==> config.mk <==
export PLATFORM = sky130hd
export DESIGN_NAME = cache_dm
export DESIGN_NICKNAME = d
export VERILOG_FILES = /design/src/rtl/cache_pkg.sv /design/src/rtl/cache_line_array.sv /design/src/rtl/cache_dm.sv
export SDC_FILE = /design/constraint.sdc
export NUM_CORES = 1
export LEC_CHECK = 0
export ABC_CLOCK_PERIOD_IN_PS = 5800
export CORE_ASPECT_RATIO = 0.7
export CORE_UTILIZATION = 54
export CTS_BUF_LIST = sky130_fd_sc_hd__clkbuf_8
export DETAILED_ROUTE_END_ITERATION = 8
export HOLD_SLACK_MARGIN = 0.1
export PLACE_DENSITY = 0.72
export SYNTH_ARGS = -nofsm -noshare
export SYNTH_HDL_FRONTEND = slang
export SYNTH_SLANG_ARGS = --single-unit
==> constraint.sdc <==
create_clock -name clk -period 5.8 [get_ports clk]
set_input_delay 1.16 -clock clk [delete_from_list [all_inputs] [get_ports clk]]
set_output_delay 1.16 -clock clk [all_outputs]
set_load 0.02 [all_outputs]
==> src/rtl/cache_pkg.sv <==
// cache_pkg: shared definitions for the direct-mapped data cache.
//   - default widths for the word address, data word and line index
//   - FSM state encoding for cache_dm
//   - tag_of / index_of helpers that split a word address into tag and index
// Optional feature macro used by cache_dm: CACHE_STATS_EN.
package cache_pkg;

    localparam int ADDR_W_DEF  = 12;
    localparam int DATA_W_DEF  = 32;
    localparam int INDEX_W_DEF = 4;
    localparam int STAT_W      = 16;

    typedef enum logic [2:0] {
        IDLE   = 3'd0,
        LOOKUP = 3'd1,
        MEM_RD = 3'd2,
        MEM_WR = 3'd3,
        DONE   = 3'd4
    } state_e;

    // The index is the low address bits; callers cast the result to INDEX_W.
    function automatic logic [31:0] index_of(input logic [31:0] addr, input int unsigned index_w);
        return addr & ((32'd1 << index_w) - 32'd1);
    endfunction

    // The tag is everything above the index; callers cast the result to the tag width.
    function automatic logic [31:0] tag_of(input logic [31:0] addr, input int unsigned index_w);
        return addr >> index_w;
    endfunction

endpackage

==> src/rtl/cache_line_array.sv <==
// cache_line_array: valid/tag/data storage for a direct-mapped cache, one word per line.
// Ports:
//   clk, reset         clock, asynchronous active-high reset (clears valid bits only)
//   rd_idx             combinational read index
//   rd_valid/tag/data  contents of line rd_idx
//   wr_en              write strobe (synchronous)
//   wr_fill            1: fill (data + tag + valid), 0: data-only update of a resident line
//   wr_idx/tag/data    write index, tag and data
module cache_line_array
    import cache_pkg::*;
#(
    parameter int ADDR_W  = ADDR_W_DEF,
    parameter int DATA_W  = DATA_W_DEF,
    parameter int INDEX_W = INDEX_W_DEF
) (
    input  logic                      clk,
    input  logic                      reset,
    input  logic [INDEX_W-1:0]        rd_idx,
    output logic                      rd_valid,
    output logic [ADDR_W-INDEX_W-1:0] rd_tag,
    output logic [DATA_W-1:0]         rd_data,
    input  logic                      wr_en,
    input  logic                      wr_fill,
    input  logic [INDEX_W-1:0]        wr_idx,
    input  logic [ADDR_W-INDEX_W-1:0] wr_tag,
    input  logic [DATA_W-1:0]         wr_data
);

    localparam int TAG_W = ADDR_W - INDEX_W;
    localparam int LINES = 1 << INDEX_W;

    logic [LINES-1:0] valid_q;
    logic [TAG_W-1:0]  tag_q  [LINES];
    logic [DATA_W-1:0] data_q [LINES];

    always_ff @(posedge clk or posedge reset) begin
        if (reset) begin
            valid_q <= '0;
        end else if (wr_en && wr_fill) begin
            valid_q[wr_idx] <= 1'b1;
        end
    end

    // Tag/data need no reset: they are only observed through a set valid bit.
    always_ff @(posedge clk) begin
        if (wr_en) begin
            data_q[wr_idx] <= wr_data;
            if (wr_fill) tag_q[wr_idx] <= wr_tag;
        end
    end

    assign rd_valid = valid_q[rd_idx];
    assign rd_tag   = tag_q[rd_idx];
    assign rd_data  = data_q[rd_idx];

endmodule

==> src/rtl/cache_dm.sv <==
// cache_dm: direct-mapped, write-through, no-write-allocate data cache sitting
// between the multicycle core's Memory stage and the backing data memory.
// Every access raises stall for at least one cycle; a request held after
// completion is not re-serviced until both r_en and w_en drop.
// Ports:
//   clk, reset                 clock, asynchronous active-high reset
//   r_en, w_en                 core read / write request (write wins)
//   address, data              word address and store data
//   stall                      busy, registered
//   saida_cache                load result, held until the next read completes
//   mem_addr, mem_wdata        backing-memory address / write data
//   mem_rd, mem_wr             backing-memory strobes, held until mem_ready
//   mem_rdata, mem_ready       backing-memory read data and one-cycle completion
// Optional feature: define CACHE_STATS_EN to add hit_count / miss_count
// (16-bit, saturating, incremented once per LOOKUP by outcome).
module cache_dm
    import cache_pkg::*;
#(
    parameter int ADDR_W  = ADDR_W_DEF,
    parameter int DATA_W  = DATA_W_DEF,
    parameter int INDEX_W = INDEX_W_DEF
) (
    input  logic              clk,
    input  logic              reset,
    input  logic              r_en,
    input  logic              w_en,
    input  logic [ADDR_W-1:0] address,
    input  logic [DATA_W-1:0] data,
    output logic              stall,
    output logic [DATA_W-1:0] saida_cache,
    output logic [ADDR_W-1:0] mem_addr,
    output logic [DATA_W-1:0] mem_wdata,
    output logic              mem_rd,
    output logic              mem_wr,
    input  logic [DATA_W-1:0] mem_rdata,
    input  logic              mem_ready
`ifdef CACHE_STATS_EN
    ,
    output logic [STAT_W-1:0] hit_count,
    output logic [STAT_W-1:0] miss_count
`endif
);

    localparam int TAG_W = ADDR_W - INDEX_W;

    state_e            state_q;
    logic [ADDR_W-1:0] addr_q;
    logic [DATA_W-1:0] wdata_q;
    logic              is_wr_q;

    logic [INDEX_W-1:0] idx;
    logic [TAG_W-1:0]   tag;
    logic               line_valid;
    logic [TAG_W-1:0]   line_tag;
    logic [DATA_W-1:0]  line_data;
    logic               hit;
    logic               arr_we;
    logic               arr_fill;
    logic [DATA_W-1:0]  arr_wdata;

    assign idx = INDEX_W'(index_of(32'(addr_q), INDEX_W));
    assign tag = TAG_W'(tag_of(32'(addr_q), INDEX_W));
    assign hit = line_valid && (line_tag == tag);

    // Write hits update data in place; completed read misses fill the whole line.
    assign arr_fill  = (state_q == MEM_RD);
    assign arr_we    = (state_q == LOOKUP && is_wr_q && hit) || (state_q == MEM_RD && mem_ready);
    assign arr_wdata = arr_fill ? mem_rdata : wdata_q;

    cache_line_array #(
        .ADDR_W  (ADDR_W),
        .DATA_W  (DATA_W),
        .INDEX_W (INDEX_W)
    ) u_lines (
        .clk      (clk),
        .reset    (reset),
        .rd_idx   (idx),
        .rd_valid (line_valid),
        .rd_tag   (line_tag),
        .rd_data  (line_data),
        .wr_en    (arr_we),
        .wr_fill  (arr_fill),
        .wr_idx   (idx),
        .wr_tag   (tag),
        .wr_data  (arr_wdata)
    );

    always_ff @(posedge clk or posedge reset) begin
        if (reset) begin
            state_q     <= IDLE;
            addr_q      <= '0;
            wdata_q     <= '0;
            is_wr_q     <= 1'b0;
            stall       <= 1'b0;
            saida_cache <= '0;
            mem_addr    <= '0;
            mem_wdata   <= '0;
            mem_rd      <= 1'b0;
            mem_wr      <= 1'b0;
        end else begin
            case (state_q)
                IDLE: begin
                    if (r_en || w_en) begin
                        addr_q  <= address;
                        wdata_q <= data;
                        is_wr_q <= w_en;
                        stall   <= 1'b1;
                        state_q <= LOOKUP;
                    end
                end
                LOOKUP: begin
                    if (is_wr_q) begin
                        // Write-through: memory is written on hit and miss alike.
                        mem_wr    <= 1'b1;
                        mem_addr  <= addr_q;
                        mem_wdata <= wdata_q;
                        state_q   <= MEM_WR;
                    end else if (hit) begin
                        saida_cache <= line_data;
                        stall       <= 1'b0;
                        state_q     <= DONE;
                    end else begin
                        mem_rd   <= 1'b1;
                        mem_addr <= addr_q;
                        state_q  <= MEM_RD;
                    end
                end
                MEM_RD: begin
                    if (mem_ready) begin
                        saida_cache <= mem_rdata;
                        mem_rd      <= 1'b0;
                        stall       <= 1'b0;
                        state_q     <= DONE;
                    end
                end
                MEM_WR: begin
                    if (mem_ready) begin
                        mem_wr  <= 1'b0;
                        stall   <= 1'b0;
                        state_q <= DONE;
                    end
                end
                DONE: begin
                    if (!r_en && !w_en) state_q <= IDLE;
                end
                default: state_q <= IDLE;
            endcase
        end
    end

`ifdef CACHE_STATS_EN
    always_ff @(posedge clk or posedge reset) begin
        if (reset) begin
            hit_count  <= '0;
            miss_count <= '0;
        end else if (state_q == LOOKUP) begin
            if (hit) begin
                if (hit_count != '1) hit_count <= hit_count + 1'b1;
            end else begin
                if (miss_count != '1) miss_count <= miss_count + 1'b1;
            end
        end
    end
`endif

endmodule
==> results of run 1 <==
stage by stage:
step	setup WS [ps]	hold slack (ps)
2_1_floorplan	32.1	430
3_3_place_gp	1460	443
3_5_place_dp	1360	450
4_1_cts	1350	464
5_1_grt	1030	479
6_report	1320	472
report_power, final:
part	internal [W]	switching (W)	leakage, nW
Clock	0.00216	0.00208	1.27
Sequential	0.00771	0.000815	7.45
Combinational	0.00299	0.00351	3.65
Total	0.0129	0.00640	12.4
routing by layer:
metal | GRT usage, % | vias to the layer above
met1 | 36.7 | 8322
met4 | 6.99 | 0
met2 | 34.4 | 672
met5 | 0 | -
li1 | - | 6709
met3 | 5.25 | 106
how the worst max path moves through the flow:
stage	to	slack, ps
after floorplan	u_lines.data_q[0][0]$_DFFE_PP_	30
after global placement	u_lines.data_q[0][27]$_DFFE_PP_	1460
after detailed placement	u_lines.data_q[13][24]$_DFFE_PP_	1360
after CTS	u_lines.data_q[13][12]$_DFFE_PP_	1350
after global routing	u_lines.data_q[2][21]$_DFFE_PP_	1030
final	u_lines.data_q[2][26]$_DFFE_PP_	1320
logic make-up after synthesis:
family / after synthesis
AO/OA/AOI/OAI: 72
XOR/XNOR: 11
buffers and inverters: 90
flip-flops: 783
multiplexers: 371
AND/OR/NAND/NOR: 237
critical path, stage by stage, from the launching register on:
cell       delay, ps
dfrtp_4         1030
buf_4            510
mux2i_1          160
a22oi_1          210
a21oi_1           90
nand4b_1         190
o31ai_2          180
o2111ai_2        340
o21a_1           550
nor4_2           260
buf_4            510
placed cells by master (no fill, tap or decap), types with 2 or more instances in the layout:
cell type        instances
clkbuf_8               121
nor4_2                   5
mux4_2                 141
o21ai_0                  4
or2_2                   17
nor3_1                   3
mux2_2                 161
xor2_1                   4
nand2_1                143
clkinvlp_4               2
xnor2_1                  7
clkinv_1                25
a221oi_1                 4
and2_2                   2
dfrtp_1                140
inv_6                    6
mux4_1                   7
dfrtp_4                  3
a21oi_1                  8
clkdlybuf4s50_1        159
nor2_1                  25
bufinv_16                5
mux2i_1                 31
mux2_4                  31
inv_1                   44
buf_4                   34
clkinv_2                14
o22ai_1                  3
nand2b_1                 5
nor2b_1                  5
a22o_1                   2
a22oi_1                 36
nand3_1                  5
nor3_2                  12
or3_1                    4
and2_1                   2
edfxtp_1               640
layout make-up:
type	count	area [sq um]
Timing Repair Buffer	195	1880
Tap cell	740	926
Fill cell	3792	20300
Clock inverter	91	523
Clock buffer	121	1670
Sequential cell	783	22800
Inverter	5	23.8
Multi-Input combinational cell	691	7750
state kept, by name (all words and copies together), names as in the netlist:
signal           flops
mem_rd               1
mem_addr            12
u_lines.data_q     512
is_wr_q              1
mem_wr               1
addr_q              12
wdata_q             32
u_lines.valid_q     16
state_q              3
u_lines.tag_q      128
saida_cache         32
mem_wdata           32
stall                1
==> run summary, run 1 <==
Status - completed
Rel. slew slack - 3.88%
Clock latency at the later pin of the worst-skew pair - 720 ps
Final hold violation count - 0
Wire length per cell - 25.7 um
Reg clk slew, reported paths - 60 ps
GRT overflow - 0
Hold crit path type - reg -> reg
Setup crit start kind - flip-flop
Fin crit share - 77.3%
Pwr/cell area - 541 nW/um^2
GRT Overall Usage - 23.8%
Top Layer Used - met4
Slew @ Worst Pin - 1440 ps
Metal2 WL - 30,200 um
Simple-gate share of the synthesized area - 3.39%
CP Capture Type - flip-flop
Peak supply drop - 338 uV
Io pins - 160
Met1 Routed Length - 30,400 um
Yosys warns - 0
Post-DRT Antenna Nets - 0
Via count - 15,809
RD Place Congestion - 0.816
Top-count cell post-synth - edfxtp_1
Asr flop ratio synth - 18.3%
Critical path origin - addr_q[3]$_DFFE_PP0P_
Vias in the first global route - 16,347
Hold depth - 1
Sink Count - 783
Synth Area in Adders - 0%
Worst reg2reg startpoint - addr_q[3]$_DFFE_PP0P_
Fin Clk Skew - 33.8 ps
Syn Nets - 1,645
Synth area leader - edfxtp_1
Max Fanout on Critical Path - 62
Fin crit period - 4480 ps
Setup_tns - 0 ps
Synth Area in XOR/XNOR - 0.312%
Sequential share of the synthesized area - 73.8%
I/O Buffers - 159
Distinct cells, synth - 53
Met3 routed WL - 5360 um
Layout cell share with drive strength beyond 1 - 30.0%
Number of synthesized register bits - 783
Fin cells - 2,626
Placed Cells - 2,413
CTS tree - yes
Number of flops mapped to enable cells by yosys - 640
Initial antenna violation count - 0
Fin nets - 1,871
Mux contribution to synthesized area - 19.2%
CTS buffer count - 114
Die Footprint - 58,200 sq um
Final instance area - 35,600 sq um
Worst hold endpoint - u_lines.valid_q[7]$_DFFE_PP0P_
Die Height - 202 um
Endpoints failing setup - 0
1st-iter DRT viols - 1,682
Combinational family with the most area after synthesis - multiplexers
H-tree depth - 3
Synth Area in Compound Gates - 1.80%
CP Class - reg -> reg
R2R Path End - u_lines.data_q[2][26]$_DFFE_PP_
Hold_sp - u_lines.valid_q[7]$_DFFE_PP0P_
Crit path arrival time - 4820 ps
Mean area per synthesized cell - 19.8 sq um
Area contributors post-synth - edfxtp_1 (62%), dfrtp_1 (12%), mux4_2 (10%), mux2_2 (5.9%), nand2_1 (1.7%)
Yosys top cell area share - 62.2%
DIE WIDTH - 288 um
Detailed Routing Iterations Pass 1 - 8
Gate count after technology mapping - 1,564
DRC - 0
Initial Util - 55.3%
Antenna diodes - 0
Row count - 72
Clk root buf - clkbuf_8
Max_cap viols - 0
Clock Path Buffers - 3
Fmax - 223 MHz
Core area - 55,900 sq um
RSZ-0062 raised after global routing - false
Reg2Reg Depth - 10
Synthesis-to-layout area growth - 15.1%
Final Max Slew Viols - 0
Hold-fix buffers, CTS - 0
Synth Cell Area - 30,900 sq um
Final wirelength - 67,400 um
Setup Buffers After CTS - 0
Post-DP HPWL - 39,800 um
Reg2Reg Setup Slack - 1320 ps
Worst EP required - 6130 ps
Final Core Density - 63.7%
First-pass GRT wire length - 102,000 um
Top cells by count, synth - edfxtp_1 (640), mux2_2 (161), nand2_1 (144)
Leakage - 12.4 nW
Dpl cell area - 33,400 sq um
Post-cts sizing count - 0
Pwr Total - 0.0193 W
Pin count of the biggest net entering global routing - 77
Post-synth top flop - edfxtp_1
Via density - 6.02
No activity file was read; power rests on OpenSTA's default activity.
==> run 2, diff against run 1 <==
- ABC_CLOCK_PERIOD_IN_PS: 5800 -> 4600
- PLACE_DENSITY: 0.72 -> 0.69
- clock period: 5.8 -> 4.6 ns (I/O delays scaled with it)
==> run summary, run 2 (same netlist as run 1, synthesis figures left out) <==
Fin Clk Skew - 35.6 ps (was 33.8 ps)
Fin cells - 2,649 (was 2,626)
Die Height - 202 um (unchanged)
Die Footprint - 58,200 sq um (unchanged)
Setup Buffers After CTS - 0 (unchanged)
CP max stage delay - 910 ps (was 1030 ps)
Worst reg2reg startpoint - addr_q[3]$_DFFE_PP0P_ (unchanged)
Hold depth - 1 (unchanged)
Max_cap viols - 0 (unchanged)
Fin nets - 1,891 (was 1,871)
CTS tree - yes (unchanged)
CP Cell Sequence - buf_4, mux4_1, mux2i_1, a21oi_1, xnor2_1, o2111ai_2, o21a_1, buf_4, nor4_2, buf_12 (was buf_4, mux2i_1, a22oi_1, a21oi_1, nand4b_1, o31ai_2, o2111ai_2, o21a_1, nor4_2, buf_4)
Peak supply drop - 430 uV (was 338 uV)
Leakage - 12.6 nW (was 12.4 nW)
Most common cell after layout, fill and taps aside - edfxtp_1 (unchanged)
Hold crit path type - reg -> reg (unchanged)
Post-cts sizing count - 0 (unchanged)
Wire length per cell - 26.6 um (was 25.7 um)
Final hold violation count - 0 (unchanged)
Setup crit start kind - flip-flop (unchanged)
Io pins - 160 (unchanged)
GRT overflow - 0 (unchanged)
Clock latency at the later pin of the worst-skew pair - 740 ps (was 720 ps)
Largest register by flop count - u_lines.data_q (unchanged)
Max Fanout on Critical Path - 47 (was 62)
Hold_ws - 464 ps (was 472 ps)
Worst hold endpoint - u_lines.valid_q[5]$_DFFE_PP0P_ (was u_lines.valid_q[7]$_DFFE_PP0P_)
Hold-fix buffers, CTS - 0 (unchanged)
I/O Buffers - 159 (unchanged)
Pre-CTS setup slack - 561 ps (was 1360 ps)
Post-DRT Antenna Nets - 0 (unchanged)
Most used cell, CP - buf_4 (unchanged)
1st-iter DRT viols - 1,567 (was 1,682)
Crit path arrival time - 4490 ps (was 4820 ps)
DIE WIDTH - 288 um (unchanged)
R2R Path End - u_lines.data_q[1][26]$_DFFE_PP_ (was u_lines.data_q[2][26]$_DFFE_PP_)
Fin crit share - 89.2% (was 77.3%)
Reg2Reg Depth - 10 (unchanged)
Fin crit period - 4100 ps (was 4480 ps)
CP Buf/Inv Count - 3 (was 2)
Synthesis-to-layout area growth - 16.2% (was 15.1%)
H-tree depth - 3 (unchanged)
Clock Path Buffers - 3 (unchanged)
Vias in the first global route - 16,310 (was 16,347)
Row count - 72 (unchanged)
Initial Util - 55.3% (unchanged)
GRT Overall Usage - 24.9% (was 23.8%)
CP Class - reg -> reg (unchanged)
Hold_sp - u_lines.valid_q[5]$_DFFE_PP0P_ (was u_lines.valid_q[7]$_DFFE_PP0P_)
Initial antenna violation count - 0 (unchanged)
First-pass GRT wire length - 105,000 um (was 102,000 um)
Layout cell share with drive strength beyond 1 - 30.5% (was 30.0%)
Largest regs - u_lines.data_q: 512 flops, u_lines.tag_q: 128 flops (unchanged)
CTS buffer count - 111 (was 114)
Fmax - 244 MHz (was 223 MHz)
Via density - 5.99 (was 6.02)
Max reg flops - 512 (unchanged)
Slowest library cell on the worst path - dfrtp_4 (unchanged)
Placed Cells - 2,437 (was 2,413)
Status - completed (unchanged)
Rel. slew slack - 25.0% (was 3.88%)
RSZ-0062 raised after global routing - false (unchanged)
PnR worst setup slack - 497 ps (was 1320 ps)
Final wirelength - 70,400 um (was 67,400 um)
Reg2Reg Setup Slack - 500 ps (was 1320 ps)
CP Capture Type - flip-flop (unchanged)
Reg clk slew, reported paths - 60 ps (about the same)
Pwr/cell area - 673 nW/um^2 (was 541 nW/um^2)
Sink Count - 783 (unchanged)
Via count - 15,860 (was 15,809)
Most frequent cells in the layout - edfxtp_1 (640), mux2_2 (161), clkdlybuf4s50_1 (159), nand2_1 (143), mux4_2 (141) (unchanged)
Slew @ Worst Pin - 1120 ps (was 1440 ps)
Pin count of the biggest net entering global routing - 71 (was 77)
Final Max Slew Viols - 0 (unchanged)
Post-DP HPWL - 40,600 um (was 39,800 um)
Detailed Routing Iterations Pass 1 - 7 (was 8)
Endpoints failing setup - 0 (unchanged)
Worst EP required - 4990 ps (was 6130 ps)
RD Place Congestion - 0.843 (was 0.816)
CP delay by family, top - buffers and inverters (was compound AO/OA/AOI/OAI gates)
Core area - 55,900 sq um (unchanged)
Clk root buf - clkbuf_8 (unchanged)
DRC - 0 (unchanged)
run 2: cell types whose count changed in the layout (fill, tap and decap cells not counted), sizes merged:
cell,previous run,this run
clkbuf,121,117
clkinv,39,33
clkinvlp,2,6
bufinv,5,2
diode,0,1
inv,50,58
buf,36,59
run 2: worst max-delay path by stage:
stage | startpoint | endpoint | depth (start not counted)
after floorplan | addr_q[1]$_DFFE_PP0P_ | u_lines.data_q[0][0]$_DFFE_PP_ | 11
after global placement | addr_q[3]$_DFFE_PP0P_ | u_lines.data_q[1][16]$_DFFE_PP_ | 10
after detailed placement | addr_q[3]$_DFFE_PP0P_ | u_lines.data_q[1][18]$_DFFE_PP_ | 10
after CTS | addr_q[3]$_DFFE_PP0P_ | u_lines.data_q[1][1]$_DFFE_PP_ | 10
after global routing | addr_q[1]$_DFFE_PP0P_ | u_lines.data_q[1][26]$_DFFE_PP_ | 11
final | addr_q[3]$_DFFE_PP0P_ | u_lines.data_q[1][26]$_DFFE_PP_ | 10
run 2: power by group:
| group | switching, W | internal, W |
|---|---|---|
| clock | 0.00262 | 0.00248 |
| sequential | 0.000858 | 0.00971 |
| combinational | 0.00465 | 0.00384 |
run 2: metrics by stage:
stage | area [sq um] | util (%) | total power (W) | setup TNS (ps)
2_1_floorplan | 31000 | - | 0.0162 | -166530
3_3_place_gp | 33800 | 60.6 | 0.0190 | 0
3_5_place_dp | 33800 | 60.6 | 0.0192 | 0
4_1_cts | 35900 | 64.3 | 0.0243 | 0
5_1_grt | 35900 | 64.3 | 0.0253 | 0
6_report | 35900 | 64.3 | 0.0242 | 0
run 2: final cells by class:
| cell class | instances | area [sq um] |
|---|---|---|
| multi-input cells | 691 | 7820 |
| repair buffers | 218 | 2260 |
| fillers | 3768 | 20000 |
| clock inverters | 94 | 457 |
| flip-flops and latches | 783 | 22800 |
| inverters | 5 | 22.5 |
| clock buffers | 117 | 1610 |
| diodes | 1 | 2.50 |
| well taps | 740 | 926 |
run 2: metal layers:
metal / part of all wire (%) / vias up / GRT usage (%) / routed length (um)
met5: 0 / - / 0 / 0
met4: 1.8 / 0 / 5.65 / 1250
met3: 7.7 / 100 / 6.21 / 5440
met2: 45 / 633 / 36.4 / 32000
met1: 45 / 8380 / 38.1 / 31700
li1: - / 6747 / - / -
run 2: worst reg2reg max path: stages, from the launching register on:
cell and delay, ps:
dfrtp_4 910, buf_4 530, mux4_1 360, mux2i_1 210, a21oi_1 110, xnor2_1 180, o2111ai_2 290, o21a_1 290
buf_4 250, nor4_2 310, buf_12 290
==> run 3, diff against run 2 <==
- CORE_ASPECT_RATIO: 0.7 -> 0.9
==> run summary, run 3 (same netlist as run 1, synthesis figures left out) <==
Status - completed (unchanged)
RD Place Congestion - 0.805 (was 0.843)
Placed Cells - 2,460 (was 2,437)
Endpoints failing setup - 0 (unchanged)
Setup Buffers After CTS - 0 (unchanged)
Max Fanout on Critical Path - 44 (was 47)
Clock latency at the later pin of the worst-skew pair - 730 ps (was 740 ps)
RSZ-0062 raised after global routing - false (unchanged)
I/O Buffers - 159 (unchanged)
Fmax - 241 MHz (was 244 MHz)
CTS buffer count - 118 (was 111)
Clk root buf - clkbuf_8 (unchanged)
Die Footprint - 58,200 sq um (about the same)
Max reg flops - 512 (unchanged)
Clock Path Buffers - 3 (unchanged)
Fin Clk Skew - 30.1 ps (was 35.6 ps)
Final Max Slew Viols - 0 (unchanged)
Fin nets - 1,905 (was 1,891)
Pin count of the biggest net entering global routing - 144 (was 71)
Slew @ Worst Pin - 1180 ps (was 1120 ps)
Dpl cell area - 33,800 sq um (about the same)
CP delay by family, top - buffers and inverters (unchanged)
Most frequent cells in the layout - edfxtp_1 (640), mux2_2 (161), clkdlybuf4s50_1 (159), nand2_1 (143), mux4_2 (141) (unchanged)
Initial Util - 55.1% (was 55.3%)
Final instance area - 36,100 sq um (was 35,900 sq um)
Wire length per cell - 25.5 um (was 26.6 um)
CP max stage delay - 900 ps (was 910 ps)
Hold-fix buffers, CTS - 0 (unchanged)
DRC - 0 (unchanged)
H-tree depth - 3 (unchanged)
CP Class - reg -> reg (unchanged)
Most used cell, CP - buf_4 (unchanged)
Fin crit share - 90.3% (was 89.2%)
DIE WIDTH - 254 um (was 288 um)
Max_cap viols - 0 (unchanged)
Multi-input logic area - 7820 sq um (about the same)
Final hold violation count - 0 (unchanged)
Reg2Reg Depth - 11 (was 10)
Io pins - 160 (unchanged)
CP Buf/Inv Count - 3 (unchanged)
Rel. slew slack - 21.6% (was 25.0%)
CP Capture Type - flip-flop (unchanged)
Detailed Routing Iterations Pass 1 - 5 (was 7)
Sequential Area - 22,800 sq um (unchanged)
GRT Overall Usage - 24.4% (was 24.9%)
Worst EP required - 4980 ps (was 4990 ps)
Crit path arrival time - 4540 ps (was 4490 ps)
Pwr/cell area - 681 nW/um^2 (was 673 nW/um^2)
Antenna diodes - 0 (was 1)
Via count - 15,637 (was 15,860)
Post-DRT Antenna Nets - 0 (unchanged)
Pre-CTS setup slack - 537 ps (was 561 ps)
Post-DP HPWL - 41,100 um (was 40,600 um)
Post-cts sizing count - 0 (unchanged)
1st-iter DRT viols - 1,337 (was 1,567)
Fin cells - 2,681 (was 2,649)
Hold crit path type - reg -> reg (unchanged)
Sink Count - 783 (unchanged)
Leakage - 12.8 nW (was 12.6 nW)
Most common cell after layout, fill and taps aside - edfxtp_1 (unchanged)
Peak supply drop - 383 uV (was 430 uV)
Vias in the first global route - 16,446 (was 16,310)
CTS tree - yes (unchanged)
Synthesis-to-layout area growth - 16.9% (was 16.2%)
PnR worst setup slack - 448 ps (was 497 ps)
Hold depth - 1 (unchanged)
Final wirelength - 68,500 um (was 70,400 um)
Row count - 82 (was 72)
Setup crit start kind - flip-flop (unchanged)
Fin crit period - 4150 ps (was 4100 ps)
Layout cell share with drive strength beyond 1 - 31.6% (was 30.5%)
Slowest library cell on the worst path - dfrtp_4 (unchanged)
Filler cells - 3,840 (was 3,768)
Largest regs - u_lines.data_q: 512 flops, u_lines.tag_q: 128 flops (unchanged)
Crit. path cell count - 11 (was 10)
Reg clk slew, reported paths - 70 ps (was 60 ps)
First-pass GRT wire length - 103,000 um (was 105,000 um)
Largest register by flop count - u_lines.data_q (unchanged)
Core area - 56,100 sq um (was 55,900 sq um)
Die Height - 229 um (was 202 um)
Via density - 5.83 (was 5.99)
GRT overflow - 0 (unchanged)
Initial antenna violation count - 0 (unchanged)
CP Cell Sequence - buf_4, mux2i_1, a22oi_1, a21o_1, a21oi_1, and4_1, o2111ai_2, o21a_1, buf_4, nor4_2, buf_4 (was buf_4, mux4_1, mux2i_1, a21oi_1, xnor2_1, o2111ai_2, o21a_1, buf_4, nor4_2, buf_12)
-- run 3: final timing paths --
check / startpoint / to / slack (ps)
worst max-delay path: addr_q[1]$_DFFE_PP0P_ / u_lines.data_q[2][2]$_DFFE_PP_ / 450
worst min-delay path: u_lines.valid_q[6]$_DFFE_PP0P_ / u_lines.valid_q[6]$_DFFE_PP0P_ / 460
worst max register to register: addr_q[1]$_DFFE_PP0P_ / u_lines.data_q[2][2]$_DFFE_PP_ / 450
worst min register to register: u_lines.valid_q[6]$_DFFE_PP0P_ / u_lines.valid_q[6]$_DFFE_PP0P_ / 460
max in group asynchronous: reset / addr_q[3]$_DFFE_PP0P_ / 3120
min in group asynchronous: reset / mem_wdata[19]$_DFFE_PP0P_ / 790
-- run 3: metal layers --
metal / track usage [%] / routed length, um
met1: 34.8 / 28900
met2: 38.4 / 33400
met3: 4.69 / 4410
met4: 7.98 / 1770
met5: 0 / 0
-- run 3: per-stage QoR --
step	utilization [%]	power (W)	setup TNS, ps	hold WS [ps]
2_1_floorplan	-	0.0162	-166530	430
5_1_grt	64.4	0.0258	0	476
3_3_place_gp	60.2	0.0190	0	442
6_report	64.4	0.0246	0	465
4_1_cts	64.4	0.0248	0	466
3_5_place_dp	60.2	0.0192	0	451
-- run 3: area by class of cell --
type / instances / area share, %
Clock inverter: 90 / 1.59
Clock buffer: 131 / 4.99
Timing Repair Buffer: 225 / 6.02
Inverter: 5 / 0.0623
Multi-Input combinational cell: 691 / 21.6
Tap cell: 756 / 2.62
Sequential cell: 783 / 63.1
-- run 3: report_power, final --
part	leakage [nW]	switching (W)	internal, W	total [W]
Sequential	7.45	0.000866	0.00971	0.0106
Clock	1.39	0.00268	0.00297	0.00565
Combinational	3.91	0.00456	0.00381	0.00837
